<file path="src/rtl/baopoco_status_collect.sv">
// Status collector feeding the baopoco status register: sticky overflow flags,
// sync/overflow counters, link state. Optional heartbeat: BAOPOCO_STATUS_HEARTBEAT_EN.
module baopoco_status_collect #(
  parameter logic [31:0] SYNC_PERIOD = 32'd65536,
  parameter int          HB_LOG2     = 26
) (
  input  logic        user_clk,
  input  logic        user_rst,
  input  logic        sync_in,
  input  logic        adc0_ovf,
  input  logic        adc1_ovf,
  input  logic        fft_ovf,
  input  logic        tx_ovf,
  input  logic        link_up,
  input  logic        clear_req,
  output logic [31:0] status_word
);

  // state | meaning
  // CLEAR | counters and flags zeroed, one cycle
  // WAIT  | armed, waiting for first sync pulse
  // RUN   | measuring; bit 1 of the encoding is the run flag
  localparam logic [1:0] S_CLEAR = 2'b00;
  localparam logic [1:0] S_WAIT  = 2'b01;
  localparam logic [1:0] S_RUN   = 2'b10;

  localparam logic [31:0] L_PERIOD_M1 = SYNC_PERIOD - 32'd1;

  logic [1:0]  r_state;
  logic        r_clear_req_d;
  logic        r_link_up_q;
  logic [6:0]  r_sync_cnt;
  logic [31:0] r_period_cnt;
  logic        r_sync_err;
  logic        r_adc0_stk;
  logic        r_adc1_stk;
  logic        r_fft_stk;
  logic        r_tx_stk;
  logic [15:0] r_ovf_cnt;
  logic        r_ovf_sat;

  logic w_clear_edge;
  logic w_zero;
  logic w_any_ovf;
  logic w_heartbeat;

  assign w_clear_edge = clear_req & ~r_clear_req_d;
  assign w_zero       = w_clear_edge | (r_state == S_CLEAR);
  assign w_any_ovf    = adc0_ovf | adc1_ovf | fft_ovf | tx_ovf;

  always_ff @(posedge user_clk) begin
    if (user_rst) begin
      r_state       <= S_CLEAR;
      r_clear_req_d <= 1'b0;
      r_link_up_q   <= 1'b0;
    end else begin
      r_clear_req_d <= clear_req;
      r_link_up_q   <= link_up;
      if (w_clear_edge) begin
        r_state <= S_CLEAR;
      end else begin
        case (r_state)
          S_CLEAR: r_state <= S_WAIT;
          S_WAIT:  if (sync_in) r_state <= S_RUN;
          S_RUN:   r_state <= S_RUN;
          default: r_state <= S_CLEAR;
        endcase
      end
    end
  end

  // Clear edge wins over any event sampled on the same cycle.
  always_ff @(posedge user_clk) begin
    if (user_rst || w_zero) begin
      r_sync_cnt   <= 7'd0;
      r_period_cnt <= 32'd0;
      r_sync_err   <= 1'b0;
      r_adc0_stk   <= 1'b0;
      r_adc1_stk   <= 1'b0;
      r_fft_stk    <= 1'b0;
      r_tx_stk     <= 1'b0;
      r_ovf_cnt    <= 16'd0;
      r_ovf_sat    <= 1'b0;
    end else if (r_state == S_WAIT) begin
      if (sync_in) begin
        r_sync_cnt   <= 7'd1;
        r_period_cnt <= 32'd0;
      end
    end else if (r_state == S_RUN) begin
      if (sync_in) begin
        r_sync_cnt   <= r_sync_cnt + 7'd1;
        r_period_cnt <= 32'd0;
        if (r_period_cnt != L_PERIOD_M1) r_sync_err <= 1'b1;
      end else if (r_period_cnt != 32'hFFFF_FFFF) begin
        r_period_cnt <= r_period_cnt + 32'd1;
      end
      if (adc0_ovf) r_adc0_stk <= 1'b1;
      if (adc1_ovf) r_adc1_stk <= 1'b1;
      if (fft_ovf)  r_fft_stk  <= 1'b1;
      if (tx_ovf)   r_tx_stk   <= 1'b1;
      if (w_any_ovf && (r_ovf_cnt != 16'hFFFF)) begin
        r_ovf_cnt <= r_ovf_cnt + 16'd1;
        if (r_ovf_cnt == 16'hFFFE) r_ovf_sat <= 1'b1;
      end
    end
  end

`ifdef BAOPOCO_STATUS_HEARTBEAT_EN
  // Free-running; only reset stops it, so software sees clk liveness across clears.
  logic [HB_LOG2-1:0] r_hb_cnt;
  logic               r_heartbeat;

  always_ff @(posedge user_clk) begin
    if (user_rst) begin
      r_hb_cnt    <= '0;
      r_heartbeat <= 1'b0;
    end else begin
      r_hb_cnt <= r_hb_cnt + 1'b1;
      if (&r_hb_cnt) r_heartbeat <= ~r_heartbeat;
    end
  end

  assign w_heartbeat = r_heartbeat;
`else
  // Always false; referencing HB_LOG2 keeps the parameter meaningful in this build.
  assign w_heartbeat = (HB_LOG2 < 0);
`endif

  assign status_word = {r_state[1], r_sync_cnt, r_adc0_stk, r_adc1_stk, r_fft_stk,
                        r_tx_stk, r_sync_err, r_link_up_q, w_heartbeat, r_ovf_sat,
                        r_ovf_cnt};

endmodule

</file>
<file path="config.mk">
export PLATFORM = sky130hd
export DESIGN_NAME = baopoco_status_collect
export DESIGN_NICKNAME = d
export VERILOG_FILES = /design/src/rtl/baopoco_status_collect.sv
export SDC_FILE = /design/constraint.sdc
export NUM_CORES = 1
export LEC_CHECK = 0
export CORE_ASPECT_RATIO = 0.8
export CORE_UTILIZATION = 40
export CTS_CLUSTER_DIAMETER = 60
export DETAILED_ROUTE_END_ITERATION = 12
export PLACE_DENSITY = 0.61
export SYNTH_ARGS = -nofsm -noshare
export SYNTH_HDL_FRONTEND = slang
export SYNTH_SLANG_ARGS = --single-unit
</file>
<file path="constraint.sdc">
create_clock -name user_clk -period 2.3 [get_ports user_clk]
set_input_delay 0.69 -clock user_clk [delete_from_list [all_inputs] [get_ports user_clk]]
set_output_delay 0.69 -clock user_clk [all_outputs]
set_load 0.005 [all_outputs]
</file>
==> impl_metrics.env <==
export IMPL_die_w_um=107
export IMPL_grt_overflow_total=0
export IMPL_wl_per_cell_um=15.4
export IMPL_wl_mm=9.45
export IMPL_viasPerCell=5.64
export IMPL_syn_nets=443
export IMPL_synth_top_flop_cell="dfxtp_1"
export IMPL_drc_errors=0
export IMPL_maxSlewViolCount=0
export IMPL_criticalPathCategory="in2reg"
export IMPL_core_area_um2=8520
export IMPL_synth_most_common_cell="dfxtp_1"
export IMPL_ctsResizeCount=0
export IMPL_core_rowCount=30
export IMPL_cts_hold_buffers_added=0
export IMPL_die_area_um2=9170
export IMPL_dp_hpwl_mm=6.76
export IMPL_clk_pin_slew_ps=80
export IMPL_final_min_clock_period_ps=2240
export IMPL_post_cts_repair_setup_buffers=0
export IMPL_vias=3466
export IMPL_p_leak_nw=1.48
export IMPL_grt_pass1_wl_mm=15.6
export IMPL_use_met1=0.327
export IMPL_rsz0062_at_grt="yes"
export IMPL_cp_max_fo=15
export IMPL_end_kind="flop"
export IMPL_setup_viol_count_final=0
export IMPL_drtAntennaViolNets=0
export IMPL_grt_met3_usage=0.0509
export IMPL_ys_ff_latch=65
export IMPL_cts_buffers=9
export IMPL_reg2reg_depth=8
export IMPL_whs_path_depth=2
export IMPL_place_gp_congestion=0.939
export IMPL_ios=41
export IMPL_clock_latency_ps=350
export IMPL_tns_ps=0
export IMPL_synth_avg_cell_area_um2=8.24
export IMPL_ys_seq_area_frac=0.370
export IMPL_ctsHtreeMaxLevel=3
export IMPL_antenna_cells=0
export IMPL_num_fill_cells=771
export IMPL_dp_cells=598
export IMPL_cts_tree="built"
export IMPL_antenna_found_initial=0
export IMPL_grt_start_max_net_pins=29
export IMPL_drive_gt1_frac=0.169
export IMPL_grt_usage=0.215
export IMPL_ys_warn_count=0
export IMPL_arrival_ps=2460
export IMPL_met2_usage=0.297
export IMPL_p_per_area_nw_per_um2=551
export IMPL_fp_dieH_um=85.9
export IMPL_yosys_top_cells_area="dfxtp_1, a21oi_1, nor2_1"
export IMPL_hold_viol=0
export IMPL_syn_inst=427
export IMPL_clock_skew_ps=15.7
export IMPL_syn_area_um2=3520
export IMPL_path_cells="clkdlybuf4s50_1 -> inv_1 -> and4_1 -> and4_2 -> buf_4 -> o311ai_1 -> o41ai_1"
export IMPL_yosysTopAreaCellShare=0.370
export IMPL_io_buffers=39
export IMPL_yosys_top_cells_count="dfxtp_1, nor2_1, nand2_1"
export IMPL_cts_buffer_depth=2
export IMPL_start_kind="input port"
export IMPL_ir_worst_vdd_uv=317
export IMPL_drtPass1Iterations=6
export IMPL_crit_required_ps=2520
export IMPL_drv_cap=0
export IMPL_async_reset_ff_frac=0
export IMPL_cts_sink_count=65
export IMPL_synth_edf_count=0
export IMPL_status="finished, final reports clean"
export IMPL_slowest_delay_ps=540
export IMPL_fin_nets=513
export IMPL_synth_cell_types=57
export IMPL_fin_hold_ws_ps=450
export IMPL_fmaxAchievable_ghz=0.447
export IMPL_yosys_area_top_type="dfxtp_1"
export IMPL_start_util=0.413
export IMPL_area_growth_syn_to_layout_pct=29.7
export IMPL_crit_path_top_delay_cell="clkdlybuf4s50_1"
export IMPL_hp_class="reg2reg"
export IMPL_r2r_setup_slack_ps=170
export IMPL_grt_pass1_vias=3133
export IMPL_top_usage_layer="met1"
export IMPL_drtIter0Drc=274
export IMPL_clock_tree_root_cell="clkbuf_8"
export IMPL_final_cells=614
export IMPL_period_share=0.972
flip-flops by register name, indices dropped and copies added (netlist names):
register,cells
r_adc1_stk,1
r_tx_stk,1
r_clear_req_d,1
r_sync_err,1
r_ovf_cnt,16
r_fft_stk,1
r_adc0_stk,1
r_ovf_sat,1
r_period_cnt,32
r_link_up_q,1
r_state,2
r_sync_cnt,7
report_power, final:
group	total, W	leakage, nW	switching, W	internal [W]
registers	0.00114	0.524	0.00000488	0.00113
logic	0.000306	0.854	0.000178	0.000128
clock network	0.00107	0.106	0.000467	0.000605
logic make-up after synthesis:
family | synth area share
compound gates | 0.215
xor+xnor | 0.0398
flops | 0.370
simple gates | 0.271
fa+ha+maj | 0.0249
mux | 0.00854
other cells | 0.00107
buf+inv | 0.0690
critical path, delay by kind of cell:
family | cells | cell delay, ps
buffers and inverters | 3 | 850
AND/OR/NAND/NOR | 2 | 480
AO/OA/AOI/OAI | 2 | 440
area by class of cell:
| type | count | area, um^2 | share of cell area |
|---|---|---|---|
| flip-flops and latches | 65 | 1300 | 0.285 |
| clock buffers | 10 | 128 | 0.0280 |
| repair buffers | 93 | 846 | 0.185 |
| clock inverters | 6 | 82.6 | 0.0181 |
| well taps | 112 | 140 | 0.0307 |
| multi-input cells | 318 | 2030 | 0.444 |
| inverters | 10 | 37.5 | 0.00823 |
cell usage in the layout (no fill, tap or decap), types with 5 or more instances in the layout:
cell type	count
a211oi_1	10
or3_1	7
ha_1	7
a31oi_1	8
nor4_1	8
and2_1	5
a21oi_1	34
nand3_1	24
inv_1	10
nand2_1	35
buf_4	50
o31ai_1	8
nand4_1	13
o21ai_0	6
and3_1	7
dfxtp_1	65
nor2_1	42
nor3_1	7
or4_1	8
clkdlybuf4s50_1	39
clkbuf_8	9
xnor2_1	16
o41ai_1	8
o311ai_1	8
per-layer routing:
metal / part of all wire / up-vias
li1: - / 1739
met1: 0.52 / 1599
met2: 0.40 / 122
met3: 0.065 / 6
met4: 0.0069 / 0
met5: 0 / -
worst paths after layout:
kind	start	end
worst min-delay path	r_sync_err	r_sync_err
worst min register to register	r_sync_err	r_sync_err
worst max register to register	r_state[0]	r_period_cnt[15]
worst max-delay path	sync_in	r_period_cnt[15]
through the flow:
stage	power, W	setup WS (ps)	util	instance area (um^2)
after floorplan	0.00131	314	-	3520
after global placement	0.00146	-257	0.504	4300
after detailed placement	0.00146	-316	0.504	4300
after CTS	0.00253	36.0	0.529	4510
after global routing	0.00260	-31.0	0.535	4560
final	0.00251	64.2	0.535	4560
Power figures use the tool's default switching activity.
